### config.mk
export PLATFORM = sky130hd
export DESIGN_NAME = fetch_unit
export DESIGN_NICKNAME = d
export VERILOG_FILES = /design/src/rtl/riscv_pkg.sv /design/src/rtl/pc_next.sv /design/src/rtl/fetch_unit.sv
export SDC_FILE = /design/constraint.sdc
export NUM_CORES = 1
export LEC_CHECK = 0
export ABC_AREA = 1
export CORE_UTILIZATION = 40
export CTS_CLUSTER_SIZE = 24
export DETAILED_ROUTE_END_ITERATION = 12
export PLACE_DENSITY_LB_ADDON = 0.05
export SYNTH_ARGS = -nofsm -noshare
export SYNTH_HDL_FRONTEND = slang
export SYNTH_SLANG_ARGS = --single-unit
### constraint.sdc
create_clock -name clk -period 5.62 [get_ports clk]
set_clock_uncertainty 0.2 [all_clocks]
set_input_delay 1.405 -clock clk [delete_from_list [all_inputs] [get_ports clk]]
set_output_delay 1.405 -clock clk [all_outputs]
set_load 0.02 [all_outputs]
### src/rtl/riscv_pkg.sv
`default_nettype none
// ============================================================================
// Module      : riscv_pkg
// Description : Shared constants and types for the RV32I front end.
//               NOP_INSTR        - canonical NOP (addi x0, x0, 0)
//               DEFAULT_RESET_PC - default first fetch address
//               fetch_state_t    - fetch sequencer states
// Revision    : 1.0 - initial release
// ============================================================================
package riscv_pkg;

  localparam logic [31:0] NOP_INSTR        = 32'h0000_0013;
  localparam logic [31:0] DEFAULT_RESET_PC = 32'h0000_0000;

  typedef enum logic [1:0] {
    FETCH = 2'd0,   // request outstanding on the bus, waiting for acceptance
    WAIT  = 2'd1,   // request accepted, waiting for read data
    HOLD  = 2'd2    // data parked in the skid buffer, decode is stalled
  } fetch_state_t;

endpackage : riscv_pkg
`default_nettype wire

### src/rtl/pc_next.sv
`default_nettype none
// ============================================================================
// Module      : pc_next
// Description : Next fetch address. Selects the sequential address
//               (pc_f + 4) or the branch target (pc + imm_op). The sum wraps
//               modulo 2^DATA_WIDTH, and bits [1:0] are forced to zero so the
//               fetch address is always word aligned.
// Ports       : pc_f     in  current fetch PC
//               pc       in  PC of the instruction presented to decode
//               imm_op   in  two's complement branch offset
//               redirect in  1 = branch target, 0 = sequential
//               pc_nxt   out word-aligned next fetch address
// Revision    : 1.0 - initial release
// ============================================================================
module pc_next #(
  parameter int DATA_WIDTH = 32
) (
  input  logic [DATA_WIDTH-1:0] pc_f,
  input  logic [DATA_WIDTH-1:0] pc,
  input  logic [DATA_WIDTH-1:0] imm_op,
  input  logic                  redirect,
  output logic [DATA_WIDTH-1:0] pc_nxt
);

  logic [DATA_WIDTH-1:0] sum;

  always_comb begin
    sum = redirect ? (pc + imm_op) : (pc_f + DATA_WIDTH'(4));
    pc_nxt = {sum[DATA_WIDTH-1:2], 2'b00};
  end

endmodule : pc_next
`default_nettype wire

### src/rtl/fetch_unit.sv
`default_nettype none
// ============================================================================
// Module      : fetch_unit
// Description : RV32I instruction-fetch stage. Keeps the fetch PC, issues one
//               instruction-memory request at a time, and presents a
//               registered instruction/PC pair to decode. A one-entry skid
//               buffer absorbs a response that arrives while decode is
//               stalled. A taken branch from decode redirects fetch to
//               PC + ImmOp.
// Ports       : clk, rst_n                       clock, async active-low reset
//               imem_req/imem_addr/imem_ready    request channel
//               imem_rvalid/imem_rdata           response channel
//               stall                            decode back-pressure
//               PCsrc/ImmOp                      branch decision from decode
//               instr_valid/instr/PC             instruction to decode
// Revision    : 1.0 - initial release
// ============================================================================
module fetch_unit
  import riscv_pkg::*;
#(
  parameter int                    DATA_WIDTH = 32,
  parameter logic [DATA_WIDTH-1:0] RESET_PC   = DATA_WIDTH'(DEFAULT_RESET_PC)
) (
  input  logic                  clk,
  input  logic                  rst_n,
  output logic                  imem_req,
  output logic [DATA_WIDTH-1:0] imem_addr,
  input  logic                  imem_ready,
  input  logic                  imem_rvalid,
  input  logic [DATA_WIDTH-1:0] imem_rdata,
  input  logic                  stall,
  input  logic                  PCsrc,
  input  logic [DATA_WIDTH-1:0] ImmOp,
  output logic                  instr_valid,
  output logic [DATA_WIDTH-1:0] instr,
  output logic [DATA_WIDTH-1:0] PC
);

  fetch_state_t          state_q, state_d;
  logic [DATA_WIDTH-1:0] pc_f_q, pc_f_d;
  logic                  discard_q, discard_d;
  logic [DATA_WIDTH-1:0] skid_instr_q, skid_instr_d;
  logic [DATA_WIDTH-1:0] skid_pc_q, skid_pc_d;
  logic                  instr_valid_q, instr_valid_d;
  logic [DATA_WIDTH-1:0] instr_q, instr_d;
  logic [DATA_WIDTH-1:0] pc_q, pc_d;

  logic                  consume;
  logic                  out_free;
  logic                  redirect;
  logic [DATA_WIDTH-1:0] pc_nxt;

  assign consume  = instr_valid_q && !stall;
  assign out_free = !instr_valid_q || !stall;
  // PCsrc belongs to the instruction on the output, so it only counts when
  // that instruction is actually taken by decode.
  assign redirect = consume && PCsrc;

  // One adder serves both uses: when redirect is low it yields pc_f + 4,
  // which is what every non-redirect update of pc_f needs.
  pc_next #(
    .DATA_WIDTH (DATA_WIDTH)
  ) u_pc_next (
    .pc_f     (pc_f_q),
    .pc       (pc_q),
    .imm_op   (ImmOp),
    .redirect (redirect),
    .pc_nxt   (pc_nxt)
  );

  // State resets to FETCH, so the request must be gated by rst_n directly
  // to stay quiet while reset is held.
  assign imem_req    = rst_n && (state_q == FETCH);
  assign imem_addr   = pc_f_q;
  assign instr_valid = instr_valid_q;
  assign instr       = instr_q;
  assign PC          = pc_q;

  always_comb begin
    state_d       = state_q;
    pc_f_d        = pc_f_q;
    discard_d     = discard_q;
    skid_instr_d  = skid_instr_q;
    skid_pc_d     = skid_pc_q;
    instr_valid_d = instr_valid_q;
    instr_d       = instr_q;
    pc_d          = pc_q;

    // Output drains on consume; a load below overrides this.
    if (consume) begin
      instr_valid_d = 1'b0;
    end

    unique case (state_q)
      FETCH: begin
        if (redirect) begin
          pc_f_d = pc_nxt;
        end
        if (imem_ready) begin
          state_d = WAIT;
          // The request accepted this cycle was for the old path.
          if (redirect) begin
            discard_d = 1'b1;
          end
        end
      end

      WAIT: begin
        if (imem_rvalid) begin
          if (redirect || discard_q) begin
            discard_d = 1'b0;
            state_d   = FETCH;
            if (redirect) begin
              pc_f_d = pc_nxt;
            end
          end else if (out_free) begin
            instr_d       = imem_rdata;
            pc_d          = pc_f_q;
            instr_valid_d = 1'b1;
            pc_f_d        = pc_nxt;
            state_d       = FETCH;
          end else begin
            skid_instr_d = imem_rdata;
            skid_pc_d    = pc_f_q;
            pc_f_d       = pc_nxt;
            state_d      = HOLD;
          end
        end else if (redirect) begin
          discard_d = 1'b1;
          pc_f_d    = pc_nxt;
        end
      end

      HOLD: begin
        if (redirect) begin
          // Skid content is on the wrong path; leaving HOLD empties it.
          pc_f_d  = pc_nxt;
          state_d = FETCH;
        end else if (out_free) begin
          instr_d       = skid_instr_q;
          pc_d          = skid_pc_q;
          instr_valid_d = 1'b1;
          state_d       = FETCH;
        end
      end

      default: begin
        state_d = FETCH;
      end
    endcase
  end

  always_ff @(posedge clk or negedge rst_n) begin
    if (!rst_n) begin
      state_q       <= FETCH;
      pc_f_q        <= RESET_PC;
      discard_q     <= 1'b0;
      skid_instr_q  <= DATA_WIDTH'(NOP_INSTR);
      skid_pc_q     <= '0;
      instr_valid_q <= 1'b0;
      instr_q       <= DATA_WIDTH'(NOP_INSTR);
      pc_q          <= '0;
    end else begin
      state_q       <= state_d;
      pc_f_q        <= pc_f_d;
      discard_q     <= discard_d;
      skid_instr_q  <= skid_instr_d;
      skid_pc_q     <= skid_pc_d;
      instr_valid_q <= instr_valid_d;
      instr_q       <= instr_d;
      pc_q          <= pc_d;
    end
  end

endmodule : fetch_unit
`default_nettype wire
Word level (Yosys, flattened, before mapping)
Index checks and enable logic that the tools add are counted.
W data, S select, Z words.
{"block": "op_classes", "addsub": 2, "reduce_logical": 16, "mux": 35, "eq_ne": 10, "bitwise_logic": 2}
{"operator": "$mux W32", "n": 14}
{"operator": "$pmux W32 S2", "n": 3}
{"operator": "$add A32 B3 Y32 const B", "n": 1}
{"operator": "$add A32 B32 Y32", "n": 1}
{"operator": "$mux W2", "n": 6}
{"operator": "$ne A2 B2 Y1 const B", "n": 6}
{"operator": "$mux W1", "n": 9}
{"operator": "$ne A3 B3 Y1 const B", "n": 2}
{"operator": "$pmux W2 S3", "n": 1}
{"operator": "$reduce_and A3 Y1", "n": 2}
{"operator": "$reduce_and A6 Y1", "n": 1}
{"operator": "$reduce_bool A2 Y1", "n": 3}
{"operator": "$pmux W1 S2", "n": 2}
{"operator": "$reduce_and A4 Y1", "n": 1}
{"operator": "$logic_and A1 B1 Y1", "n": 3}
{"operator": "$eq A2 B1 Y1 const B", "n": 1}
{"operator": "$eq A2 B2 Y1 const B", "n": 1}
{"operator": "$logic_not A1 Y1", "n": 2}
{"operator": "$logic_not A2 Y1", "n": 1}
{"operator": "$logic_or A1 B1 Y1", "n": 2}
{"operator": "$not A1 Y1", "n": 2}
{"operator": "$reduce_or A2 Y1", "n": 1}
{"block": "totals", "register_bits": 164, "out_inout_bits": 98}

Depth between registers and ports, before layout
{"block": "depth", "depth_word": 8, "depth_mapped": 14, "mapped_depth_nobuf": 14}

Hierarchy
Synthesis repeated with hierarchy kept, for this count alone.
{"block": "unflattened", "hier_cells": 1614, "hier_area_um2": 10916.7}
{"module": "fetch_unit", "area_per_inst_um2": 7422.1, "instances": 1, "cells_per_inst": 887, "seq_area_each_um2": 4111.4}
{"module": "pc_next", "area_per_inst_um2": 3494.6, "instances": 1, "cells_per_inst": 727, "seq_area_each_um2": 0.0}

Least setup slack after synthesis
No wires, ideal clock.
{"block": "synth_timing", "kind": "in2out", "start": "input rst_n", "end": "output imem_req", "arrival_time_ns": 1.581, "n_path_buf": 0, "cell_stages": 2, "t_required_ns": 4.015, "setup_slack_ns": 2.434, "cell_sequence": "nand2_1 inv_1"}
{"block": "synth_between", "elab_chain_cells": 1}
{"item": "start: declaration", "line_no": "fetch_unit.sv:25", "source": "input logic rst_n,"}
{"item": "$logic_and A1 B1 Y1", "line_no": "fetch_unit.sv:73", "source": "assign imem_req = rst_n && (state_q == FETCH);"}
{"item": "end: declaration", "line_no": "fetch_unit.sv:26", "source": "output logic imem_req,"}
Every way passes these cells.

Final worst setup path
Ends and elaborated chain as after synthesis.

==> impl_metrics.yaml <==
layout:
  num_antenna_cells: 0
  drive_gt1_frac: 0.0691
  syn_to_final_growth_pct: 25.1
  fin_nets: 1669
grt:
  grt_max_degree: 69
  grt_pass1_wl_um: 48800
  grt_pass1_vias: 9217
  grt_overflow: 0
  grt_use_total: 0.240
  antenna_found_initial: 0
route:
  drtIter0Drc: 560
  vias: 9522
  post-route-drc-count: 0
  vias_per_cell: 4.99
  wl_per_cell_um: 15.8
  drt_wl_total_um: 30100
  first_pass_iters: 7
  ant_nets: 0
setup_path:
  critPathRequiredTime_ns: 4.01
  worstSetupPathType: "input pin to output port"
  cp_cell_sequence: "buf_6, nand2_1, inv_1, clkdlybuf4s50_1"
  rr_worst_depth: 10
  slowest_stage: "clkdlybuf4s50_1"
  critPathLaunchType: "input pin"
  arrival_ns: 2.58
  slowest_delay_ns: 0.60
  crit_path_max_fanout: 49
  setup.worst_path.end_class: "output port"
power:
  ir_worst_vdd_mv: 0.265
  p_leak_nw: 6.15
  total_power_mw: 7.67
  powerDensity_nw_per_um2: 602
clock_tree:
  cts_max_level: 4
  clk-insertion-delay-late_ns: 0.42
  clkTransAtPathRegs_ns: 0.06
  clockBufferDepth: 2
  clock-sinks: 164
  cts_tree: "done"
  cts_made_buffers: 17
  cts_setup_buffers: 0
  cts_hold_buf: 0
  cts_root_buf: "clkbuf_16"
  post_cts_resized: 0
place:
  hpwl_um: 22100
  gp_congestion: 0.915
  io_buffer_count: 167
sta:
  hold_viol: 0
  finalSetupViolCount: 0
  max_slew_margin: 0.396
  rsz0062_at_grt: "no"
  fin_setup_tns_ns: 0
  drv_slew: 0
  worst_pin_slew_ns: 0.907
  fin_crit_sh: 0.744
  clock.fmax_ghz: 0.239
  min_period_ns: 4.18
logic_synthesis:
  synth_nets: 1526
  synthFlopType: "dfrtp_1"
  synthMostInstantiatedCell: "nand2_1"
  syn_area_um2: 10200
  yosys_warnings: 0
  synth.distinct_cells: 43
  yosys.area.top_type: "dfrtp_1"
  ys_ff_latch: 164
  ys_top_cells_by_count: "nand2_1 (456), nor2_1 (184), inv_1 (170)"
  synth.top_cell.area_share: 0.388
  seq_area_frac_synth: 0.404
  synthArstFlopShare: 1.00
  synth-edff-count: 0
  synth_area_per_cell_um2: 7.16
  syn_inst: 1421
  synth_area_leaders: "dfrtp_1 (39%), nand2_1 (17%), nor2_1 (6.8%), inv_1 (6.3%), mux2_2 (4.6%)"
outcome:
  outcome: "finished, final reports clean"
worst_hold_path:
  min_path_cells: 2
  hold_class: "register to register"
flow_run:
  cap_violations: 0
die:
  start_util: 0.406
  die_h_um: 162
  rows: 58
  dieArea_um2: 26100
  io_pins: 168
  die_x_um: 162
  core_area_um2: 25000
==> metrics by stage <==
step,cells,util,cell area (um^2),hold slack (ns),setup WS (ns)
floorplan,1421,-,10200,0.275,2.43
global placement,1875,0.484,12100,0.279,1.39
detailed placement,1875,0.484,12100,0.290,1.36
CTS,1907,0.509,12700,0.301,1.41
global route,1907,0.509,12700,0.316,1.32
finish,1907,0.509,12700,0.296,1.44
==> final timing paths <==
kind | startpoint | to | slack (ns)
worst max-delay path | rst_n | imem_req | 1.44
worst min register to register | skid_instr_q[1]$_DFFE_PN1P_ | instr[1]$_DFFE_PN1P_ | 0.30
worst min-delay path | skid_instr_q[1]$_DFFE_PN1P_ | instr[1]$_DFFE_PN1P_ | 0.30
max in group asynchronous | rst_n | skid_pc_q[22]$_DFFE_PN0P_ | 3.27
min in group asynchronous | rst_n | imem_addr[19]$_DFFE_PN0P_ | 0.72
worst max register to register | state_q[0]$_DFFE_PN0P_ | instr[14]$_DFFE_PN0P_ | 2.36
==> cell usage in the layout, fill, tap and decap left out, drive strengths merged, types with 35 or more instances in the layout <==
cell type / count
nand2: 457
nor2: 188
inv: 174
clkdlybuf4s50: 166
dfrtp: 158
a21oi: 84
a31oi: 68
nand3: 64
mux2: 42
ha: 35
==> kinds of logic after synthesis <==
| kind of cell | Yosys count | share of synthesized area |
|---|---|---|
| simple gates | 750 | 0.304 |
| buf+inv | 228 | 0.0896 |
| compound gates | 196 | 0.108 |
| flops | 164 | 0.404 |
| mux | 42 | 0.0465 |
| fa+ha+maj | 35 | 0.0430 |
| xor+xnor | 6 | 0.00516 |
==> final cells by class <==
type	count	area [um^2]
Tap cell	330	413
Inverter	174	656
Fill cell	2542	12300
Clock inverter	8	149
Clock buffer	24	462
Timing Repair Buffer	178	1780
Sequential cell	164	4110
Multi-Input combinational cell	1029	5160
==> worst max-delay path, delay by kind of cell <==
kind / cells / cell delay [ns]
buffers and inverters: 3 / 1.01
AND/OR/NAND/NOR: 1 / 0.10
==> power breakdown <==
group	total (mW)	leakage [nW]	internal, mW	switching, mW
logic	4.05	3.96	1.65	2.40
clock network	1.23	0.289	0.758	0.473
registers	2.39	1.89	1.79	0.596
total	7.67	6.15	4.20	3.47
==> registers in the layout, indices dropped and copies added (netlist names) <==
signal and cells:
state_q 2, instr_valid 1, PC 32, discard_q 1, skid_instr_q 32, imem_addr 32, instr 32, skid_pc_q 32
==> metal layers <==
| layer | part of all wire | GRT usage | vias to the layer above |
|---|---|---|---|
| met5 | 0 | 0 | - |
| met4 | 0.018 | 0.0643 | 0 |
| met3 | 0.048 | 0.0457 | 28 |
| met2 | 0.44 | 0.370 | 219 |
| met1 | 0.50 | 0.343 | 4435 |
| li1 | - | - | 4840 |
Power figures use the tool's default switching activity.
